`src/rtl/i2c_byte_receiver_if.sv`:
```
// ----------------------------------------------------------------------------
// i2c_byte_receiver_if
//   Bundles the bit-counter / pad inputs and the register-file facing outputs
//   of the I2C subordinate receive stage.
//   master : drives start/stop/count/sda/rx_ready, observes receiver outputs
//   slave  : the receiver itself
// ----------------------------------------------------------------------------
interface i2c_byte_receiver_if;
    logic       start;       // start / repeated-start flag
    logic       stop;        // stop condition flag
    logic [3:0] count;       // bit index: 0..7 data MSB first, 8 = ACK slot
    logic       sda;         // sampled SDA line
    logic       rx_ready;    // register file can take a byte
    logic [7:0] rx_byte;     // last completed write-data byte
    logic       byte_valid;  // one-cycle pulse when rx_byte updates
    logic       addr_match;  // addressed and still selected
    logic       rw;          // R/W bit of matched address (1 = read)
    logic       ack_en;      // pad pulls SDA low while high
    logic       nack_flag;   // sticky: a data byte was NACKed
    logic [7:0] byte_cnt;    // ACKed write bytes this transaction

    modport master (
        output start, stop, count, sda, rx_ready,
        input  rx_byte, byte_valid, addr_match, rw, ack_en, nack_flag, byte_cnt
    );

    modport slave (
        input  start, stop, count, sda, rx_ready,
        output rx_byte, byte_valid, addr_match, rw, ack_en, nack_flag, byte_cnt
    );
endinterface

```
`src/rtl/i2c_byte_receiver.sv`:
```
// ----------------------------------------------------------------------------
// i2c_byte_receiver
//   Subordinate-side receive stage downstream of the SCL bit counter. Shifts
//   SDA in MSB first, matches the 7-bit address against ADDR, raises ack_en
//   for the ACK slot and hands write bytes to the register file.
//   Ports:
//     scl  - clock, everything happens on posedge scl
//     rst  - synchronous active-high reset (highest priority)
//     bus  - i2c_byte_receiver_if.slave (flags, count, sda, rx_ready, outputs)
// ----------------------------------------------------------------------------
module i2c_byte_receiver #(
    parameter logic [6:0] ADDR      = 7'h42,
    parameter logic [7:0] MAX_BYTES = 8'd255
) (
    input  logic                  scl,
    input  logic                  rst,
    i2c_byte_receiver_if.slave    bus
);

    typedef enum logic [2:0] {IDLE, ADDRS, WRITE, READ_PASS, IGNORE} state_t;

    state_t     state_q;
    logic [6:0] shreg_q;        // only the 7 most recent bits are ever needed
    logic [7:0] rx_byte_q;
    logic       byte_valid_q;
    logic       addr_match_q;
    logic       rw_q;
    logic       ack_en_q;
    logic       nack_flag_q;
    logic [7:0] byte_cnt_q;

    // Full byte as it stands once the bit at count==7 is sampled.
    logic [7:0] byte_d;
    assign byte_d = {shreg_q, bus.sda};

    always_ff @(posedge scl) begin
        byte_valid_q <= 1'b0;
        ack_en_q     <= 1'b0;
        if (rst) begin
            state_q      <= IDLE;
            shreg_q      <= '0;
            rx_byte_q    <= '0;
            addr_match_q <= 1'b0;
            rw_q         <= 1'b0;
            nack_flag_q  <= 1'b0;
            byte_cnt_q   <= '0;
        end else if (bus.start) begin
            // The start edge carries no data bit.
            state_q      <= ADDRS;
            shreg_q      <= '0;
            addr_match_q <= 1'b0;
            rw_q         <= 1'b0;
            nack_flag_q  <= 1'b0;
            byte_cnt_q   <= '0;
        end else if (bus.stop) begin
            state_q      <= IDLE;
            addr_match_q <= 1'b0;
        end else if (bus.count <= 4'd8) begin
            // count 9..15 is a counter glitch: no shift, no state change.
            unique case (state_q)
                ADDRS: begin
                    if (bus.count < 4'd7) begin
                        shreg_q <= byte_d[6:0];
                    end else if (bus.count == 4'd7) begin
                        if (byte_d[7:1] == ADDR) begin
                            addr_match_q <= 1'b1;
                            rw_q         <= byte_d[0];
                            ack_en_q     <= 1'b1;
                            state_q      <= byte_d[0] ? READ_PASS : WRITE;
                        end else begin
                            state_q <= IGNORE;
                        end
                    end
                end
                WRITE: begin
                    if (bus.count < 4'd7) begin
                        shreg_q <= byte_d[6:0];
                    end else if (bus.count == 4'd7) begin
                        // The byte is delivered even when it is going to be NACKed.
                        rx_byte_q    <= byte_d;
                        byte_valid_q <= 1'b1;
                        if (bus.rx_ready) begin
                            ack_en_q <= 1'b1;
                            if (byte_cnt_q != MAX_BYTES) byte_cnt_q <= byte_cnt_q + 8'd1;
                        end else begin
                            nack_flag_q  <= 1'b1;
                            addr_match_q <= 1'b0;
                            state_q      <= IGNORE;
                        end
                    end
                end
                default: ;  // IDLE, READ_PASS, IGNORE only leave via start/stop/rst
            endcase
        end
    end

    assign bus.rx_byte    = rx_byte_q;
    assign bus.byte_valid = byte_valid_q;
    assign bus.addr_match = addr_match_q;
    assign bus.rw         = rw_q;
    assign bus.ack_en     = ack_en_q;
    assign bus.nack_flag  = nack_flag_q;
    assign bus.byte_cnt   = byte_cnt_q;

endmodule

```
`src/flat_wrapper.sv`:
```
// flat-port wrapper written by rule: the top's interface ports become plain ports
module i2c_byte_receiver_flat 
#(
    parameter logic [6:0] ADDR      = 7'h42,
    parameter logic [7:0] MAX_BYTES = 8'd255
)
  (scl, rst, bus_start, bus_stop, bus_count, bus_sda, bus_rx_ready, bus_rx_byte, bus_byte_valid, bus_addr_match, bus_rw, bus_ack_en, bus_nack_flag, bus_byte_cnt);
  i2c_byte_receiver_if bus_i ();
  input  logic scl;
  input  logic rst;
  input wire logic [$bits(bus_i.start)-1:0] bus_start;
  input wire logic [$bits(bus_i.stop)-1:0] bus_stop;
  input wire logic [$bits(bus_i.count)-1:0] bus_count;
  input wire logic [$bits(bus_i.sda)-1:0] bus_sda;
  input wire logic [$bits(bus_i.rx_ready)-1:0] bus_rx_ready;
  output wire logic [$bits(bus_i.rx_byte)-1:0] bus_rx_byte;
  output wire logic [$bits(bus_i.byte_valid)-1:0] bus_byte_valid;
  output wire logic [$bits(bus_i.addr_match)-1:0] bus_addr_match;
  output wire logic [$bits(bus_i.rw)-1:0] bus_rw;
  output wire logic [$bits(bus_i.ack_en)-1:0] bus_ack_en;
  output wire logic [$bits(bus_i.nack_flag)-1:0] bus_nack_flag;
  output wire logic [$bits(bus_i.byte_cnt)-1:0] bus_byte_cnt;
  assign bus_i.start = bus_start;
  assign bus_i.stop = bus_stop;
  assign bus_i.count = bus_count;
  assign bus_i.sda = bus_sda;
  assign bus_i.rx_ready = bus_rx_ready;
  assign bus_rx_byte = bus_i.rx_byte;
  assign bus_byte_valid = bus_i.byte_valid;
  assign bus_addr_match = bus_i.addr_match;
  assign bus_rw = bus_i.rw;
  assign bus_ack_en = bus_i.ack_en;
  assign bus_nack_flag = bus_i.nack_flag;
  assign bus_byte_cnt = bus_i.byte_cnt;
  i2c_byte_receiver #(.ADDR(ADDR), .MAX_BYTES(MAX_BYTES)) u_core (.scl(scl), .rst(rst), .bus(bus_i));
endmodule
```
`config.mk`:
```
export PLATFORM = sky130hd
export DESIGN_NAME = i2c_byte_receiver_flat
export DESIGN_NICKNAME = d
export VERILOG_FILES = /design/src/rtl/i2c_byte_receiver_if.sv /design/src/rtl/i2c_byte_receiver.sv /design/src/flat_wrapper.sv
export SDC_FILE = /design/constraint.sdc
export NUM_CORES = 1
export LEC_CHECK = 0
export ABC_AREA = 1
export CORE_AREA = 3 3 74 76
export CTS_CLUSTER_SIZE = 30
export DETAILED_ROUTE_END_ITERATION = 16
export DIE_AREA = 0 0 77 79
export GPL_ROUTABILITY_DRIVEN = 0
export SLEW_MARGIN = 5
export SYNTH_ARGS = -nofsm -noshare
export SYNTH_HDL_FRONTEND = slang
export SYNTH_SLANG_ARGS = --single-unit
export TNS_END_PERCENT = 20
```
`constraint.sdc`:
```
create_clock -name scl -period 2.1 [get_ports scl]
set_input_delay 0.42 -clock scl [delete_from_list [all_inputs] [get_ports scl]]
set_output_delay 0.42 -clock scl [all_outputs]
set_load 0.02 [all_outputs]
```
==> flow_summary.json <==
{
  "async_set_or_reset_flop_fraction_in_the_synthesized_netlist_pct": 0,
  "synth.yosys.seq_area_share_pct": 42.0,
  "crit_path_max_incr_delay_ns": 0.65,
  "max-vdd-ir-drop_v": 0.000383,
  "gr-total-overflow": 0,
  "insertedDiodeCount": 0,
  "initialDrtViolationCount": 55,
  "num-nets-final": 257,
  "core-area_mm2": 0.00479,
  "cts_tree": "done",
  "syn2layout_area_growth_pct": 34.3,
  "clock-root-buffer": "clkbuf_8",
  "die_w_um": 77,
  "syn_area_per_cell_um2": 7.11,
  "period_minus_slack_ns": 1.80,
  "critPathKind": "reg2out",
  "grt_setup_unrepaired": "false",
  "ctsHoldBuffers": 0,
  "post_cts_resize_count": 0,
  "critPathMaxFanout": 6,
  "numCtsBuffers": 5,
  "final_cell_mix": "35 x nand2_1, 35 x nor2_1, 31 x dfxtp_1",
  "worst-path-buf-inv": 1,
  "drt-vias-per-instance": 4.51,
  "worstPathRequired_ns": 1.68,
  "worst_setup_path_start_kind": "flip-flop",
  "final_max_slew_viol_count": 0,
  "timing.critical_path.cells": "clkdlybuf4s50_1",
  "share_clk_of_total_power_pct": 47.5,
  "timing.final.crit_share_pct": 85.6,
  "clock-skew-final_ns": 0.00835,
  "setup_viol": 0,
  "num_io_pins": 31,
  "tns_ns": 0,
  "fmax_ghz": 0.556,
  "remaining_drc_errors": 0,
  "timing.slew.headroom_pct": 69.6,
  "floorplan.initialDensity_pct": 30.9,
  "grt_first_pass_wirelength_mm": 5.98,
  "route.detailed.wl_per_inst_um": 10.9,
  "final_antenna_net_count": 0,
  "layout-drive-gt1-share_pct": 12.6,
  "worstSetupEndpointType": "primary output",
  "share_comb_of_total_power_pct": 6.7,
  "io_buffers": 30,
  "die_y_um": 79,
  "mappedNetlistNets": 219,
  "cts_sinks": 31,
  "floorplan.die_area_mm2": 0.00608,
  "leakage_power_of_the_design_uw": 0.000766,
  "synth_cell_types": 29,
  "drt_first_pass_iters": 4,
  "reg_power_share_pct": 45.8,
  "drt-total-wl_mm": 3.42,
  "pre_cts_slack_ns": 0.162,
  "timing.critical_path.max_delay_family": "buffers and inverters",
  "synth_top_flop_cell": "dfxtp_1",
  "power_density_mw_per_mm2": 654,
  "p_sw_share_pct": 22.3,
  "nFillCells": 503,
  "num_rows": 25,
  "power.internal_uw": 1010,
  "synth.yosys.warnings": 0,
  "synthesis.area_mm2": 0.00148,
  "critical_path.slowest_cell": "clkdlybuf4s50_1",
  "synthCells": 208,
  "clock_transition_at_the_register_clock_pins_on_the_worst_setup_and_hold_paths_after_cts_ns": 0.07,
  "synth_enable_flop_cells": 0,
  "cp.arrival_ns": 1.38,
  "kind_of_path_behind_the_tightest_hold_check": "reg2reg",
  "grt_util_all_layers_pct": 12.4,
  "postCtsSetupBuffers": 0,
  "setup_slack_ns": 0.302,
  "outcome": "completed",
  "worst-slew-pin-transition_ns": 0.455,
  "grt_start_max_net_pins": 13,
  "first_global_vias": 1311,
  "grt_antenna_before_repair": 0,
  "synth-seq-cells": 31,
  "via_count": 1416,
  "cts_htree_levels": 2,
  "hold-worst-slack_ns": 0.452,
  "cap_violations": 0,
  "hpwlAfterDp_mm": 2.55,
  "final_hold_viol_count": 0,
  "clock_latency_reported_for_the_late_side_of_the_worst_skew_pair_ns": 0.29,
  "total_switching_power_uw": 289,
  "cts.path.max_buffers": 2
}
[flip-flops by register name, indices dropped and copies added (netlist names), 3 cells and up]
register	cells
u_core.bus.byte_cnt	8
u_core.state_q	3
u_core.bus.rx_byte	8
u_core.shreg_q	7
[area by class of cell]
type                            count  area [µm²]  share of cell area, %
Multi-Input combinational cell    150         742                   37.3
Inverter                           25         100                   5.04
Tap cell                           67        83.8                   4.22
Clock inverter                      2        35.0                   1.76
Sequential cell                    31         621                   31.2
Timing Repair Buffer               33         323                   16.2
Clock buffer                        6        82.6                   4.16
[worst min-delay path, delay by kind of cell (launching register included)]
family / cells / cell delay (ns)
AO/OA/AOI/OAI: 1 / 0.05
buffers and inverters: 1 / 0.05
flip-flops: 1 / 0.32
[per-layer routing]
layer / wire (µm) / part of all wire [%] / global-route usage [%]
met1: 1700 / 50 / 15.6
met2: 1490 / 43 / 18.9
met3: 183 / 5.4 / 5.67
met4: 51 / 1.5 / 4.27
met5: 0 / 0 / 0
[cell usage after synthesis (3+ instances only)]
cell type | instances | area [µm²]
nor2_1 | 35 | 131
nand2_1 | 35 | 131
inv_2 | 3 | 11.3
nand2_2 | 6 | 37.5
inv_1 | 19 | 71.3
nor3_1 | 4 | 20.0
nand4_1 | 4 | 25.0
nand3_1 | 6 | 30.0
a21oi_1 | 23 | 115
dfxtp_1 | 31 | 621
xor2_1 | 3 | 26.3
o21ai_0 | 18 | 90.1
[kinds of logic after synthesis]
| logic type | share of synthesized area (%) |
|---|---|
| adders and majority gates | 0.846 |
| buffers and inverters | 7.87 |
| and+or+nand+nor | 30.1 |
| DFF | 42.0 |
| xor gates and xnor gates | 2.37 |
| AOI/OAI and AO/OA | 16.8 |
[power by group through the flow]
stage	Clock (µW)	Combinational, µW	Sequential [µW]
finish	618	86.8	595
CTS	629	86.9	595
detailed placement	0	86.7	608
floorplan	0	51.0	608
global placement	0	87.0	608
global route	668	98.2	595
[per-stage QoR]
step	instance area (µm²)	power (µW)	utilization, %	cells
2_1_floorplan	1480	659	-	208
3_3_place_gp	1870	695	39.1	306
3_5_place_dp	1870	695	39.1	306
4_1_cts	1990	1310	41.5	314
5_1_grt	1990	1360	41.5	314
6_report	1990	1300	41.5	314
[final timing paths]
| check | startpoint | endpoint | slack (ns) | cells after the start |
|---|---|---|---|---|
| worst max-delay path | u_core.bus.byte_cnt[4]$_SDFFE_PP0P_ | bus_byte_cnt[4] | 0.30 | 1 |
| worst min-delay path | u_core.bus.rw$_SDFFE_PP0P_ | u_core.bus.rw$_SDFFE_PP0P_ | 0.45 | 2 |
| worst min register to register | u_core.bus.rw$_SDFFE_PP0P_ | u_core.bus.rw$_SDFFE_PP0P_ | 0.45 | 2 |
| worst max register to register | u_core.bus.byte_cnt[0]$_SDFFE_PP0P_ | u_core.bus.byte_cnt[1]$_SDFFE_PP0P_ | 0.64 | 7 |
Note: power is estimated with default switching activity, not from simulation.
==> variant, RTL diff (same flow settings) <==
`MAX_BYTES` is set to 8'd255 in 2 places; all go to 8'd191.
--- a/src/rtl/i2c_byte_receiver.sv
+++ b/src/rtl/i2c_byte_receiver.sv
@@ -10,7 +10,7 @@
 // ----------------------------------------------------------------------------
 module i2c_byte_receiver #(
     parameter logic [6:0] ADDR      = 7'h42,
-    parameter logic [7:0] MAX_BYTES = 8'd255
+    parameter logic [7:0] MAX_BYTES = 8'd191
 ) (
     input  logic                  scl,
     input  logic                  rst,
--- a/src/flat_wrapper.sv
+++ b/src/flat_wrapper.sv
@@ -2,7 +2,7 @@
 module i2c_byte_receiver_flat 
 #(
     parameter logic [6:0] ADDR      = 7'h42,
-    parameter logic [7:0] MAX_BYTES = 8'd255
+    parameter logic [7:0] MAX_BYTES = 8'd191
 )
   (scl, rst, bus_start, bus_stop, bus_count, bus_sda, bus_rx_ready, bus_rx_byte, bus_byte_valid, bus_addr_match, bus_rw, bus_ack_en, bus_nack_flag, bus_byte_cnt);
   i2c_byte_receiver_if bus_i ();
Formal check against the unedited RTL: no difference found for any inputs over 10 cycles, from zero or initial values and one cycle with rst high; that may be too few to reach the edited logic, so the function may still have changed.
==> variant against the unedited design <==
Critical path depth unchanged. Area after synthesis up 2.9%. Utilization up 1.2 points. Worst hold slack better by 0.0055 ns. Final cell count down 1.6%. Total power up 0.16%. Sequential cell count unchanged. Non-clock buffer count unchanged. Design area up 2.8%. Worst setup slack better by 0.029 ns. Wire length down 2.1%.
==> variant: results (changes against the unedited design) <==
* Result of the run: finished, final reports clean
* Placed cells at 301 (-1.6%)
* FILL cells at 492 (-2.2%)
* Top cell type's share of synthesized area at 40.8% (-1.2 points)
* Global routing usage on met3 at 3.85% (-1.8 points)
* Mean Syn Cell Area at 7.53 sq um (+5.9%)
* Via count at 1388 (-2.0%)
* Synth unique cells at 30 (+3.4%)
* Layout cell share with drive strength beyond 1 at 13.6% (+1.1 points)
* Critical Path AT at 1.35 ns (-0.03 ns)
* Hold_ws at 0.458 ns (+0.00554 ns)
* HPWL after detailed placement at 2.52 mm (-1.3%)
* WL final at 3.35 mm (-2.1%)
* Post-synthesis sequential area ratio at 40.8% (-1.2 points)
* Routed wire length on met2 at 1.38 mm (-7.3%)
* Worst reg2reg startpoint: u_core.bus.byte_cnt[1]
* Flop2flop setup slack at 0.58 ns (-0.06 ns)
* Cells on worst reg2reg path at 8 (+1)
* IR drop worst, VDD at 360 uV (-6.0%)
* Iter 0 DRT Violations at 52 (-5.5%)
* Pre-CTS WS at 0.0786 ns (-0.0831 ns)
* Vias in the first global route at 1306 (-0.38%)
* Synth area leaders: dfxtp_1, nand2_1, a21oi_1, nor2_1, o21ai_0
* Layout area overhead at 34.2%
* Post-Layout Cell Count at 309 (-1.6%)
* RR Endpoint: u_core.bus.byte_cnt[7]
* Pin count of the biggest net entering global routing at 12 (-1)
* Top post-synthesis cells by count: nand2_1, dfxtp_1, nor2_1
==> variant: cell types whose count changed after synthesis, moves of 2 or more <==
cell | unedited run | this run
nor3_1 | 4 | 1
nand3_4 | 0 | 2
o21ai_2 | 2 | 0
nand2_4 | 0 | 4
nor2_1 | 35 | 29
o21ai_0 | 18 | 15
nand4_1 | 4 | 2
o21ai_1 | 2 | 4
clkinv_1 | 1 | 3
a21oi_1 | 23 | 25
nand2_2 | 6 | 1
==> variant: report_power, final <==
part           leakage [nW]  total (W)  switching [W]  internal [W]
clock                0.0612   0.000609       0.000225      0.000384
combinational         0.466  0.0000981      0.0000587     0.0000394
sequential            0.250   0.000595     0.00000335      0.000592
total                 0.777    0.00130       0.000287       0.00101
==> variant: cell families after synthesis <==
kind of cell / after synthesis / synth area share (%)
AOI/OAI and AO/OA: 46 / 15.5
xor gates and xnor gates: 5 / 2.88
adders and majority gates: 1 / 0.822
buffers and inverters: 27 / 6.74
DFF: 31 / 40.8
and+or+nand+nor: 92 / 33.2
==> variant: worst min path at each step <==
stage / endpoint / cells past startpoint / startpoint
after global routing: u_core.bus.rw / 2 / u_core.bus.rw
after CTS: u_core.bus.rw / 2 / u_core.bus.rw
after floorplan: u_core.shreg_q[2] / 2 / u_core.shreg_q[2]
after global placement: u_core.bus.rw / 2 / u_core.bus.rw
after detailed placement: u_core.bus.rw / 2 / u_core.bus.rw
final: u_core.bus.rw / 2 / u_core.bus.rw
==> variant: worst min-delay path, cell delays in order, from the launching register on <==
cell     delay [ns]
dfxtp_1        0.32
inv_1          0.05
a21oi_1        0.05
==> variant: area by class of cell <==
cell class	instances	share of cell area, %
repair buffers	33	15.8
inverters	26	4.84
clock buffers	6	4.04
well taps	67	4.11
clock inverters	2	1.72
multi-input cells	144	39.1
flip-flops and latches	31	30.4
